### src/rtl/ic_tester_pkg.sv
// Shared constants for the 14-pin logic IC tester: state encoding,
// IC type codes, per-type output-pin masks and per-type vector counts.
package ic_tester_pkg;

    localparam logic [2:0] ST_IDLE   = 3'd0;
    localparam logic [2:0] ST_APPLY  = 3'd1;
    localparam logic [2:0] ST_SETTLE = 3'd2;
    localparam logic [2:0] ST_SAMPLE = 3'd3;
    localparam logic [2:0] ST_CHECK  = 3'd4;
    localparam logic [2:0] ST_DONE   = 3'd5;

    localparam logic [3:0] IC_NAND = 4'd0;
    localparam logic [3:0] IC_AND  = 4'd1;
    localparam logic [3:0] IC_OR   = 4'd2;
    localparam logic [3:0] IC_XOR  = 4'd3;
    localparam logic [3:0] IC_XNOR = 4'd4;
    localparam logic [3:0] IC_NOR  = 4'd5;
    localparam logic [3:0] IC_NOT  = 4'd6;

    // Gate output pins: quad 2-input parts use 2,5,7,10; NOR uses 0,3,9,12;
    // the hex inverter uses 1,3,5,7,9,11.
    localparam logic [13:0] MASK_QUAD = 14'h04A4;
    localparam logic [13:0] MASK_NOR  = 14'h1209;
    localparam logic [13:0] MASK_NOT  = 14'h0AAA;

    // Index of the final vector: four vectors for 2-input parts, two for NOT.
    localparam logic [1:0] VEC_LAST_2IN = 2'd3;
    localparam logic [1:0] VEC_LAST_NOT = 2'd1;

    function automatic logic is_supported(logic [3:0] t);
        return (t <= IC_NOT);
    endfunction

    function automatic logic [13:0] out_mask(logic [3:0] t);
        case (t)
            IC_NAND, IC_AND, IC_OR, IC_XOR, IC_XNOR: return MASK_QUAD;
            IC_NOR:  return MASK_NOR;
            IC_NOT:  return MASK_NOT;
            default: return '0;
        endcase
    endfunction

    function automatic logic [1:0] last_vec(logic [3:0] t);
        return (t == IC_NOT) ? VEC_LAST_NOT : VEC_LAST_2IN;
    endfunction

    // Gather the bits of v selected by m into consecutive positions, lowest
    // pin first, so bit k corresponds to the k-th output pin of the part.
    function automatic logic [5:0] compact_pins(logic [13:0] m, logic [13:0] v);
        logic [5:0] r;
        logic [2:0] k;
        r = '0;
        k = '0;
        for (int unsigned p = 0; p < 14; p++) begin
            if (m[p]) begin
                r[k] = v[p];
                k    = k + 3'd1;
            end
        end
        return r;
    endfunction

endpackage

### src/rtl/ic_expected_lut.sv
// Combinational truth-table lookup: IC type and vector index give the
// expected pin levels and the set of pins that take part in the compare.
module ic_expected_lut (
    input  logic [3:0]  ic_type,
    input  logic [1:0]  vec_idx,
    output logic [13:0] expected,
    output logic [13:0] cmp_mask
);
    import ic_tester_pkg::*;

    logic a, b, y;

    // Evaluate one gate for the current vector and replicate onto all outputs.
    always_comb begin
        a = vec_idx[1];
        b = vec_idx[0];
        case (ic_type)
            IC_NAND: y = ~(a & b);
            IC_AND:  y = a & b;
            IC_OR:   y = a | b;
            IC_XOR:  y = a ^ b;
            IC_XNOR: y = ~(a ^ b);
            IC_NOR:  y = ~(a | b);
            IC_NOT:  y = ~b;
            default: y = 1'b0;
        endcase
        cmp_mask = out_mask(ic_type);
        expected = y ? cmp_mask : '0;
    end

endmodule

### src/rtl/ic_test_sequencer.sv
// Test sequencer for 14-pin logic ICs: steps through the truth-table
// vectors of the selected part, waits for the part to settle, samples its
// pins and records the first failing vector and gates.
module ic_test_sequencer #(
    parameter int unsigned SETTLE_CYCLES = 15
) (
    input  logic        clk,
    input  logic        rst,
    input  logic        start,
    input  logic [3:0]  number,
    input  logic [13:0] gpio_in,
    output logic        step,
    output logic [1:0]  vec_idx,
    output logic        drive_en,
    output logic        busy,
    output logic        done,
    output logic        pass,
    output logic        err,
    output logic [1:0]  fail_idx,
    output logic [5:0]  fail_mask
);
    import ic_tester_pkg::*;

    localparam logic [7:0] SETTLE_LOAD = 8'(SETTLE_CYCLES - 1);

    logic [2:0]  state_q, state_d;
    logic [3:0]  type_q, type_d;
    logic [1:0]  vec_q, vec_d;
    logic [7:0]  cnt_q, cnt_d;
    logic [13:0] sample_q, sample_d;
    logic        fail_q, fail_d;
    logic        pass_q, pass_d;
    logic        err_q, err_d;
    logic [1:0]  fidx_q, fidx_d;
    logic [5:0]  fmask_q, fmask_d;

    logic [13:0] exp_pins;
    logic [13:0] cmp_mask;
    logic [13:0] mismatch;

    ic_expected_lut u_lut (
        .ic_type  (type_q),
        .vec_idx  (vec_q),
        .expected (exp_pins),
        .cmp_mask (cmp_mask)
    );

    assign mismatch = (sample_q ^ exp_pins) & cmp_mask;

    // Next-state and datapath decisions for the test sequence.
    always_comb begin
        state_d  = state_q;
        type_d   = type_q;
        vec_d    = vec_q;
        cnt_d    = cnt_q;
        sample_d = sample_q;
        fail_d   = fail_q;
        pass_d   = pass_q;
        err_d    = err_q;
        fidx_d   = fidx_q;
        fmask_d  = fmask_q;
        case (state_q)
            ST_IDLE: begin
                if (start) begin
                    type_d  = number;
                    vec_d   = '0;
                    fail_d  = 1'b0;
                    pass_d  = 1'b0;
                    err_d   = ~is_supported(number);
                    fidx_d  = '0;
                    fmask_d = '0;
                    state_d = is_supported(number) ? ST_APPLY : ST_DONE;
                end
            end
            ST_APPLY: begin
                cnt_d   = SETTLE_LOAD;
                state_d = ST_SETTLE;
            end
            ST_SETTLE: begin
                if (cnt_q == '0) begin
                    state_d = ST_SAMPLE;
                end else begin
                    cnt_d = cnt_q - 8'd1;
                end
            end
            ST_SAMPLE: begin
                sample_d = gpio_in;
                state_d  = ST_CHECK;
            end
            ST_CHECK: begin
                if (mismatch != '0) begin
                    fail_d = 1'b1;
                    if (!fail_q) begin
                        fidx_d  = vec_q;
                        fmask_d = compact_pins(cmp_mask, mismatch);
                    end
                end
                if (vec_q == last_vec(type_q)) begin
                    // The final compare still counts toward the verdict.
                    pass_d  = ~(fail_q | (mismatch != '0));
                    state_d = ST_DONE;
                end else begin
                    vec_d   = vec_q + 2'd1;
                    state_d = ST_APPLY;
                end
            end
            ST_DONE: state_d = ST_IDLE;
            default: state_d = ST_IDLE;
        endcase
    end

    // State registers with synchronous reset that aborts any test in flight.
    always_ff @(posedge clk) begin
        if (rst) begin
            state_q  <= ST_IDLE;
            type_q   <= '0;
            vec_q    <= '0;
            cnt_q    <= '0;
            sample_q <= '0;
            fail_q   <= 1'b0;
            pass_q   <= 1'b0;
            err_q    <= 1'b0;
            fidx_q   <= '0;
            fmask_q  <= '0;
        end else begin
            state_q  <= state_d;
            type_q   <= type_d;
            vec_q    <= vec_d;
            cnt_q    <= cnt_d;
            sample_q <= sample_d;
            fail_q   <= fail_d;
            pass_q   <= pass_d;
            err_q    <= err_d;
            fidx_q   <= fidx_d;
            fmask_q  <= fmask_d;
        end
    end

    assign step      = (state_q == ST_APPLY);
    assign drive_en  = (state_q == ST_APPLY) || (state_q == ST_SETTLE) ||
                       (state_q == ST_SAMPLE) || (state_q == ST_CHECK);
    assign busy      = (state_q != ST_IDLE);
    assign done      = (state_q == ST_DONE);
    assign vec_idx   = vec_q;
    assign pass      = pass_q;
    assign err       = err_q;
    assign fail_idx  = fidx_q;
    assign fail_mask = fmask_q;

endmodule

### config.mk
export PLATFORM = sky130hd
export DESIGN_NAME = ic_test_sequencer
export DESIGN_NICKNAME = d
export VERILOG_FILES = /design/src/rtl/ic_tester_pkg.sv /design/src/rtl/ic_expected_lut.sv /design/src/rtl/ic_test_sequencer.sv
export SDC_FILE = /design/constraint.sdc
export NUM_CORES = 1
export LEC_CHECK = 0
export CAP_MARGIN = 0
export CORE_ASPECT_RATIO = 1.1
export CORE_MARGIN = 2
export CORE_UTILIZATION = 55
export DETAILED_ROUTE_END_ITERATION = 10
export MAX_ROUTING_LAYER = met4
export PLACE_DENSITY_LB_ADDON = 0.05
export SYNTH_ARGS = -nofsm -noshare
export SYNTH_HDL_FRONTEND = slang
export SYNTH_SLANG_ARGS = --single-unit
### constraint.sdc
create_clock -name clk -period 8 [get_ports clk]
set_input_delay 1.6 -clock clk [delete_from_list [all_inputs] [get_ports clk]]
set_output_delay 1.6 -clock clk [all_outputs]
set_load 0.02 [all_outputs]
==> report_table.html, run 1 <==
<table>
<tr><th>Metric</th><th>Value</th></tr>
<tr><th colspan="2">Clocking</th></tr>
<tr><td>Depth of the CTS H-tree</td><td>2</td></tr>
<tr><td>Register clock-pin slew on the reported worst setup and hold paths</td><td>0.08 ns</td></tr>
<tr><td>Number of sinks driven by the clock tree</td><td>38</td></tr>
<tr><td>Clock latency reported for the late side of the worst-skew pair</td><td>0.29 ns</td></tr>
<tr><td># hold bufs at CTS</td><td>0</td></tr>
<tr><td>Root buffer cell</td><td>clkbuf_8</td></tr>
<tr><td>CTS Buffer Depth</td><td>2</td></tr>
<tr><td>CTS-repair resized insts</td><td>0</td></tr>
<tr><td>CTS Buf Count</td><td>5</td></tr>
<tr><td>Post-CTS Setup Repair Bufs</td><td>0</td></tr>
<tr><td>Clock tree from TritonCTS</td><td>done</td></tr>
<tr><th colspan="2">Floorplan</th></tr>
<tr><td>Die footprint</td><td>6600 um2</td></tr>
<tr><td>Die Y-Extent</td><td>85 um</td></tr>
<tr><td>Core region area</td><td>5770 um2</td></tr>
<tr><td>Starting utilization of the core area</td><td>0.569</td></tr>
<tr><td># IOs</td><td>37</td></tr>
<tr><td>Horizontal extent of the die</td><td>77.6 um</td></tr>
<tr><td>Standard-cell rows</td><td>29</td></tr>
<tr><th colspan="2">Worst hold path</th></tr>
<tr><td>Worst min-delay path startpoint</td><td>fail_mask[1]$_SDFFE_PP0P_</td></tr>
<tr><td>Hold crit path type</td><td>flip-flop to flip-flop</td></tr>
<tr><th colspan="2">Logic synthesis</th></tr>
<tr><td>Post-synth top cells</td><td>nand2_1, dfxtp_1, nor2_1</td></tr>
<tr><td>Count of flip-flops with a built-in enable after synthesis</td><td>0</td></tr>
<tr><td>Synth warn</td><td>0</td></tr>
<tr><td>Syn Area/Cell</td><td>between 7 and 8 um2</td></tr>
<tr><td>Number of instances in the synthesized netlist</td><td>432</td></tr>
<tr><td>Top cell type's share of synthesized area</td><td>0.232</td></tr>
<tr><td>Cells taking the most area after synthesis</td><td>dfxtp_1, nand2_1, xnor2_1</td></tr>
<tr><td>Asr flop ratio synth</td><td>0</td></tr>
<tr><td>Post-Syn Nets</td><td>approximately 470</td></tr>
<tr><td>Cell type with the largest total area after synthesis</td><td>dfxtp_1</td></tr>
<tr><td>Distinct cell type count of the synthesized netlist</td><td>72</td></tr>
<tr><td>Leading cell type by number of instances after synthesis</td><td>nand2_1</td></tr>
<tr><td>Most common flop cell mapped by yosys</td><td>dfxtp_1</td></tr>
<tr><td>Sequential fraction of the synthesis area</td><td>0.232</td></tr>
<tr><td>Combined area of all synthesized cells</td><td>3280 um2</td></tr>
<tr><td>Flop and latch count out of synthesis</td><td>38</td></tr>
<tr><th colspan="2">Critical path</th></tr>
<tr><td>Critical path capture point</td><td>fail_mask[1]$_SDFFE_PP0P_</td></tr>
<tr><td>Worst reg2reg endpoint</td><td>fail_mask[1]$_SDFFE_PP0P_</td></tr>
<tr><td>Internal reg-to-reg setup slack</td><td>1.83 ns</td></tr>
<tr><td>Critical Setup Path Class</td><td>flip-flop to flip-flop</td></tr>
<tr><td>Reg2Reg Launch Point</td><td>type_q[2]$_SDFFE_PP0P_</td></tr>
<tr><td>Worst reg2reg path depth</td><td>23</td></tr>
<tr><td>Sort of element at the start of the critical path</td><td>flip-flop</td></tr>
<tr><td>Sort of element at the end of the critical path</td><td>flip-flop</td></tr>
<tr><td>Worst Setup SP</td><td>type_q[2]$_SDFFE_PP0P_</td></tr>
<tr><td>Required time of the critical path</td><td>slightly above 8 ns</td></tr>
<tr><td>CP Data Arrival Time</td><td>6.36 ns</td></tr>
<tr><td>Maximum fanout along the worst path</td><td>27</td></tr>
<tr><th colspan="2">Detailed routing</th></tr>
<tr><td>DRT iter0 DRCs</td><td>roughly 220</td></tr>
<tr><td>Total DRC errors in the routed layout</td><td>0</td></tr>
<tr><td>Antenna viol nets, final</td><td>0</td></tr>
<tr><td>Length of the first detailed-routing pass in iterations</td><td>4</td></tr>
<tr><td>Count of vias placed by the detailed router</td><td>around 3,200</td></tr>
<tr><td>Detail-routed net length per standard cell</td><td>16.5 um</td></tr>
<tr><td>Ratio of routed vias to standard cells</td><td>6.12</td></tr>
<tr><td>Total wire length</td><td>8.73 mm</td></tr>
<tr><th colspan="2">GRT</th></tr>
<tr><td>Routing layer with the top usage in global route</td><td>met2</td></tr>
<tr><td>Total global routing track utilization</td><td>0.284</td></tr>
<tr><td>Global-route wire length before repair</td><td>14.7 mm</td></tr>
<tr><td>Fraction of met3 tracks used by global routing</td><td>0.0372</td></tr>
<tr><td>Number of antenna violations at the first check in global routing</td><td>0</td></tr>
<tr><td>Met2 track demand over resource</td><td>0.487</td></tr>
<tr><td>Global-route track usage on met1</td><td>0.328</td></tr>
<tr><td>Vias in the first global route</td><td>3,129</td></tr>
<tr><td>Overall overflow remaining after global route</td><td>0</td></tr>
<tr><td>Maximum number of pins on one net before global-route repair</td><td>30</td></tr>
<tr><th colspan="2">STA</th></tr>
<tr><td>RSZ-0062 raised after global routing</td><td>no</td></tr>
<tr><td>Final Cycle Share</td><td>0.772</td></tr>
<tr><td>Fin worst setup slack</td><td>~1.8 ns</td></tr>
<tr><td>Final-report hold violation count</td><td>0</td></tr>
<tr><td>Final Setup Violations</td><td>0</td></tr>
<tr><td>Achievable frequency</td><td>0.162 GHz</td></tr>
<tr><td>Final sum of negative setup slack</td><td>0 ns</td></tr>
<tr><td>Worst Clk Skew</td><td>0.00657 ns</td></tr>
<tr><td>Slew at the pin with the worst max-slew slack</td><td>~1.1 ns</td></tr>
<tr><td>Slew HR</td><td>0.266</td></tr>
<tr><td>Number of max-slew violations in the final report</td><td>0</td></tr>
<tr><td>Final Critical Period</td><td>between 6 and 7 ns</td></tr>
<tr><th colspan="2">Power</th></tr>
<tr><td>Largest voltage drop on the vdd net</td><td>0.000202 V</td></tr>
<tr><td>Leakage power</td><td>1.35 nW</td></tr>
<tr><td>Power density over the cells</td><td>about 280 nW/um2</td></tr>
<tr><th colspan="2">Job</th></tr>
<tr><td>Count of max-cap constraint violations</td><td>0</td></tr>
<tr><th colspan="2">Placement</th></tr>
<tr><td>Number of input and output port buffers inserted</td><td>32</td></tr>
<tr><td>Final weighted congestion in routability-driven placement</td><td>0.949</td></tr>
<tr><td>Setup Slack @ Placement</td><td>between 1.5 and 2 ns</td></tr>
<tr><td>DP HPWL</td><td>6.68 mm</td></tr>
<tr><th colspan="2">Finish</th></tr>
<tr><td>Area growth from synthesis to layout</td><td>12.9%</td></tr>
<tr><td>Ratio of cells with drive above 1 in the final layout</td><td>0.0597</td></tr>
<tr><td>Count of inserted antenna diode cells</td><td>0</td></tr>
<tr><td>Final-stage net count</td><td>approximately 490</td></tr>
<tr><th colspan="2">Status</th></tr>
<tr><td>Outcome</td><td>completed</td></tr>
</table>
==> metrics by stage <==
stage	power (W)	cell area, um2	hold WS (ns)	util	std cells
floorplan	0.000737	3280	0.466	-	432
global placement	0.000881	3610	0.438	0.625	521
detailed placement	0.000886	3610	0.444	0.625	521
CTS	0.00103	3700	0.464	0.642	529
global route	0.00112	3700	0.516	0.642	529
finish	0.00103	3700	0.456	0.642	529
==> cells in the final DEF (no fill, tap or decap), types with 10 or more instances in the layout <==
cell type / instances
nand2_1: 64
dfxtp_1: 38
nor2_1: 36
a21oi_1: 33
clkdlybuf4s50_1: 32
xnor2_1: 21
inv_1: 18
nor3_1: 18
nand3_1: 13
ha_1: 13
a31oi_1: 12
o21ai_0: 10
==> cells by family after synthesis <==
family | after synthesis | share of synthesized area
AOI/OAI and AO/OA | 111 | 0.243
buffers and inverters | 40 | 0.0515
adders and majority gates | 15 | 0.0618
xor gates and xnor gates | 31 | 0.0953
and+or+nand+nor | 190 | 0.294
muxes | 7 | 0.0229
DFF | 38 | 0.232
==> sequential cells by signal, indices dropped and copies added, names as in the netlist <==
name	flops
err	1
type_q	4
fail_idx	2
sample_q	10
cnt_q	8
fail_q	1
vec_idx	2
pass	1
fail_mask	6
state_q	3
==> report_power, final <==
group,internal [W],total [W],leakage [nW],switching [W]
sequential,0.000222,0.000266,0.309,0.0000434
clock,0.0000694,0.000142,0.0472,0.0000723
combinational,0.000249,0.000625,0.996,0.000376
total,0.000540,0.00103,1.35,0.000492
==> critical path, cell delays in order (launching register included) <==
cell and delay (ns):
dfxtp_1 0.56, nor2b_1 0.21, and3b_1 0.55, inv_1 0.23
ha_1 0.30, buf_4 0.24, o211ai_1 0.25, o21ai_0 0.17
ha_1 0.37, a2bb2oi_1 0.36, ha_1 0.32, inv_1 0.10
a22o_1 0.26, inv_1 0.09, ha_1 0.27, nand2b_1 0.09
nand3_1 0.27, ha_1 0.31, nand2_1 0.10, xor2_1 0.33
nor4_1 0.09, a211o_1 0.28, a31oi_1 0.20, o21ai_0 0.10
==> worst min path at each step <==
stage | cells past startpoint | to | slack, ns
after floorplan | 2 | sample_q[5]$_SDFFE_PP0N_ | 0.47
after global placement | 2 | fail_mask[1]$_SDFFE_PP0P_ | 0.44
after detailed placement | 2 | fail_mask[1]$_SDFFE_PP0P_ | 0.44
after CTS | 2 | fail_mask[1]$_SDFFE_PP0P_ | 0.46
after global routing | 2 | fail_mask[0]$_SDFFE_PP0P_ | 0.52
final | 2 | fail_mask[1]$_SDFFE_PP0P_ | 0.46
==> routing by layer <==
metal,share of wire,vias to the layer above
met5,0,-
met1,0.44,1522
met4,0.029,0
met3,0.035,16
li1,-,1619
met2,0.49,81
==> final cells by class <==
class / count / area, um2
clock buffer: 6 / 82.6
sequential: 38 / 761
clock inverter: 2 / 12.5
multi-input combinational: 354 / 2350
tap: 77 / 96.3
fill: 538 / 2070
inverter: 19 / 71.3
timing repair buffer: 33 / 328
No activity file was read; power rests on OpenSTA's default activity.
==> inputs of run 2 (changes only) <==
Settings changed: CORE_UTILIZATION 55 to 52.
Clock period 8 ns to 5 ns, I/O delays scaled along.
==> run 2 against run 1 <==
  * Clock power grew 130%
  * Critical path depth fell by 1
  * Combinational power increased by 94%
  * Clock-buffer cell count is 1 lower
  * Wire length increased by 3.5%
  * Sequential power up 58%
  * Die area rose by 5.5%
  * Total power is 89% higher
  * Largest cell class unchanged
==> report_table.html, run 2 (synthesis gave the netlist of run 1 again) <==
<table>
<tr><th>Metric</th><th>Value</th></tr>
<tr><th colspan="2">GRT</th></tr>
<tr><td>Number of antenna violations at the first check in global routing</td><td>0</td></tr>
<tr><td>Maximum number of pins on one net before global-route repair</td><td>30</td></tr>
<tr><td>Total global routing track utilization</td><td>0.274</td></tr>
<tr><td>Overall overflow remaining after global route</td><td>0</td></tr>
<tr><td>Vias in the first global route</td><td>3,094</td></tr>
<tr><td>Global-route wire length before repair</td><td>about 15 mm</td></tr>
<tr><th colspan="2">STA</th></tr>
<tr><td>Slew at the pin with the worst max-slew slack</td><td>1.12 ns</td></tr>
<tr><td>Smallest hold slack</td><td>between 0.4 and 0.5 ns</td></tr>
<tr><td>Final-report hold violation count</td><td>0</td></tr>
<tr><td>Achievable frequency</td><td>~0.21 GHz</td></tr>
<tr><td>Final Cycle Share</td><td>0.957</td></tr>
<tr><td>Worst Clk Skew</td><td>0.0103 ns</td></tr>
<tr><td>Final Critical Period</td><td>4.78 ns</td></tr>
<tr><td>Fin worst setup slack</td><td>0.217 ns</td></tr>
<tr><td>Final Setup Violations</td><td>0</td></tr>
<tr><td>Final sum of negative setup slack</td><td>0 ns</td></tr>
<tr><td>Number of max-slew violations in the final report</td><td>0</td></tr>
<tr><td>RSZ-0062 raised after global routing</td><td>no</td></tr>
<tr><td>Slew HR</td><td>0.254</td></tr>
<tr><th colspan="2">Critical path</th></tr>
<tr><td>Most prevalent standard cell on the critical path</td><td>inv_1</td></tr>
<tr><td>Instance count on the critical path</td><td>22</td></tr>
<tr><td>CP bufs+invs</td><td>4</td></tr>
<tr><td>Critical path capture point</td><td>fail_mask[1]$_SDFFE_PP0P_</td></tr>
<tr><td>Cell with the largest stage delay on the worst path</td><td>fa_1</td></tr>
<tr><td>Reg2Reg Launch Point</td><td>type_q[0]$_SDFFE_PP0P_</td></tr>
<tr><td>Internal reg-to-reg setup slack</td><td>0.22 ns</td></tr>
<tr><td>Worst Setup SP</td><td>type_q[0]$_SDFFE_PP0P_</td></tr>
<tr><td>Kind of cell with the highest combined delay on the critical path</td><td>adder cells</td></tr>
<tr><td>Sort of element at the end of the critical path</td><td>flip-flop</td></tr>
<tr><td>Maximum fanout along the worst path</td><td>7</td></tr>
<tr><td>Cell chain of the critical path</td><td>o21a_1, or2_2, inv_1, fa_1, ha_4, inv_1, o21ai_0, ha_1, a2bb2oi_4, ha_4, inv_1, a22o_1, inv_1, ha_1, xnor2_1, nor2_1, xnor3_2, xor2_4, nor4_1, a211o_1, a31oi_2, o21ai_1</td></tr>
<tr><td>Worst reg2reg endpoint</td><td>fail_mask[1]$_SDFFE_PP0P_</td></tr>
<tr><td>Critical Setup Path Class</td><td>flip-flop to flip-flop</td></tr>
<tr><td>Sort of element at the start of the critical path</td><td>flip-flop</td></tr>
<tr><td>CP Data Arrival Time</td><td>4.97 ns</td></tr>
<tr><td>Worst path max stage delay</td><td>0.47 ns</td></tr>
<tr><td>Worst reg2reg path depth</td><td>22</td></tr>
<tr><td>Required time of the critical path</td><td>5.19 ns</td></tr>
<tr><th colspan="2">Floorplan</th></tr>
<tr><td>Core region area</td><td>6120 um2</td></tr>
<tr><td>Die footprint</td><td>6960 um2</td></tr>
<tr><td>Horizontal extent of the die</td><td>around 80 um</td></tr>
<tr><td>Die Y-Extent</td><td>87.3 um</td></tr>
<tr><td># IOs</td><td>37</td></tr>
<tr><td>Starting utilization of the core area</td><td>0.536</td></tr>
<tr><td>Standard-cell rows</td><td>30</td></tr>
<tr><th colspan="2">Clocking</th></tr>
<tr><td>CTS Buffer Depth</td><td>2</td></tr>
<tr><td>Depth of the CTS H-tree</td><td>2</td></tr>
<tr><td># hold bufs at CTS</td><td>0</td></tr>
<tr><td>Number of sinks driven by the clock tree</td><td>38</td></tr>
<tr><td>Clock tree from TritonCTS</td><td>done</td></tr>
<tr><td>Root buffer cell</td><td>clkbuf_8</td></tr>
<tr><td>Register clock-pin slew on the reported worst setup and hold paths</td><td>0.09 ns</td></tr>
<tr><td>CTS Buf Count</td><td>5</td></tr>
<tr><td>Clock latency reported for the late side of the worst-skew pair</td><td>0.29 ns</td></tr>
<tr><th colspan="2">Finish</th></tr>
<tr><td>Number of flip-flops under the largest register name</td><td>10</td></tr>
<tr><td>Ratio of cells with drive above 1 in the final layout</td><td>0.146</td></tr>
<tr><td>Non-filler cells in the finished layout</td><td>between 500 and 600</td></tr>
<tr><td>Count of inserted antenna diode cells</td><td>0</td></tr>
<tr><td>Reg with most FFs</td><td>sample_q</td></tr>
<tr><td>Most common library cell in the layout ignoring fill and taps</td><td>nand2_1</td></tr>
<tr><td>Multi-input gate area</td><td>2490 um2</td></tr>
<tr><td>Area growth from synthesis to layout</td><td>23.5%</td></tr>
<tr><td>Final-stage net count</td><td>508</td></tr>
<tr><td>FF/Latch Area</td><td>767 um2</td></tr>
<tr><td>Post-Route Utilization</td><td>0.662</td></tr>
<tr><td>Filler Cell Count</td><td>548</td></tr>
<tr><td>Highest-count cells in the layout ignoring fill and taps</td><td>nand2_1, nor2_1, dfxtp_1</td></tr>
<tr><th colspan="2">Placement</th></tr>
<tr><td>Final weighted congestion in routability-driven placement</td><td>just over 0.9</td></tr>
<tr><td>Number of input and output port buffers inserted</td><td>32</td></tr>
<tr><td>Setup Slack @ Placement</td><td>about 0.033 ns</td></tr>
<tr><td>Cells after DPL</td><td>544</td></tr>
<tr><td>DP HPWL</td><td>approximately 7 mm</td></tr>
<tr><th colspan="2">Detailed routing</th></tr>
<tr><td>Ratio of routed vias to standard cells</td><td>5.97</td></tr>
<tr><td>DRT iter0 DRCs</td><td>142</td></tr>
<tr><td>Antenna viol nets, final</td><td>0</td></tr>
<tr><td>Detail-routed net length per standard cell</td><td>16.3 um</td></tr>
<tr><td>Count of vias placed by the detailed router</td><td>3,299</td></tr>
<tr><td>Length of the first detailed-routing pass in iterations</td><td>7</td></tr>
<tr><td>Total wire length</td><td>9.03 mm</td></tr>
<tr><td>Total DRC errors in the routed layout</td><td>0</td></tr>
<tr><th colspan="2">Worst hold path</th></tr>
<tr><td>Worst min-delay path startpoint</td><td>fail_idx[1]$_SDFFE_PP0P_</td></tr>
<tr><td>Hold crit path type</td><td>flip-flop to flip-flop</td></tr>
<tr><td>Cell count of the worst hold path</td><td>2</td></tr>
<tr><th colspan="2">Power</th></tr>
<tr><td>Largest voltage drop on the vdd net</td><td>0.000291 V</td></tr>
<tr><td>Power density over the cells</td><td>between 400 and 500 nW/um2</td></tr>
<tr><td>Leakage power</td><td>1.52 nW</td></tr>
<tr><th colspan="2">Status</th></tr>
<tr><td>Outcome</td><td>completed</td></tr>
<tr><th colspan="2">Job</th></tr>
<tr><td>Count of max-cap constraint violations</td><td>0</td></tr>
</table>
-- run 2: worst min-delay path by stage --
stage	end	slack (ns)
6_report	fail_idx[1]$_SDFFE_PP0P_	0.46
5_1_grt	fail_mask[4]$_SDFFE_PP0P_	0.48
4_1_cts	fail_mask[0]$_SDFFE_PP0P_	0.47
3_5_place_dp	fail_mask[0]$_SDFFE_PP0P_	0.45
3_3_place_gp	fail_mask[0]$_SDFFE_PP0P_	0.44
2_1_floorplan	sample_q[5]$_SDFFE_PP0N_	0.47
-- run 2: routing by layer --
layer  up-vias  global-route usage  routed length [um]
met5         -                   -                   0
met4         0               0.112                 361
met3        27              0.0322                 301
met2        84               0.481                4430
met1      1526               0.316                3940
li1       1662                   -                   -
-- run 2: area by class of cell --
class                   instances  area share
multi-input cells             354       0.615
flip-flops and latches         38       0.189
repair buffers                 54       0.120
well taps                      80      0.0247
inverters                      19      0.0176
clock buffers                   5      0.0170
clock inverters                 3      0.0170
-- run 2: tightest hold or removal path, cell delays in order, from the launching register on --
cell and delay, ns:
dfxtp_1 0.33, nand2_1 0.04, o21ai_0 0.06
-- run 2: metrics by stage --
stage	power, W	cell area, um2
2_1_floorplan	0.00121	3350
3_3_place_gp	0.00151	3800
3_5_place_dp	0.00152	3800
4_1_cts	0.00185	3940
5_1_grt	0.00208	4050
6_report	0.00195	4050
-- run 2: timing repair --
action | in CTS | in global routing
setup endpoints to repair | 1 | 6
pin swaps | 0 | 5
setup buffers | 0 | 1
gates resized for setup | 1 | 19
-- run 2: report_power, final --
part / internal, W / switching (W)
Sequential: 0.000357 / 0.0000625
Combinational: 0.000516 / 0.000693
Clock: 0.000200 / 0.000120
Total: 0.00107 / 0.000875
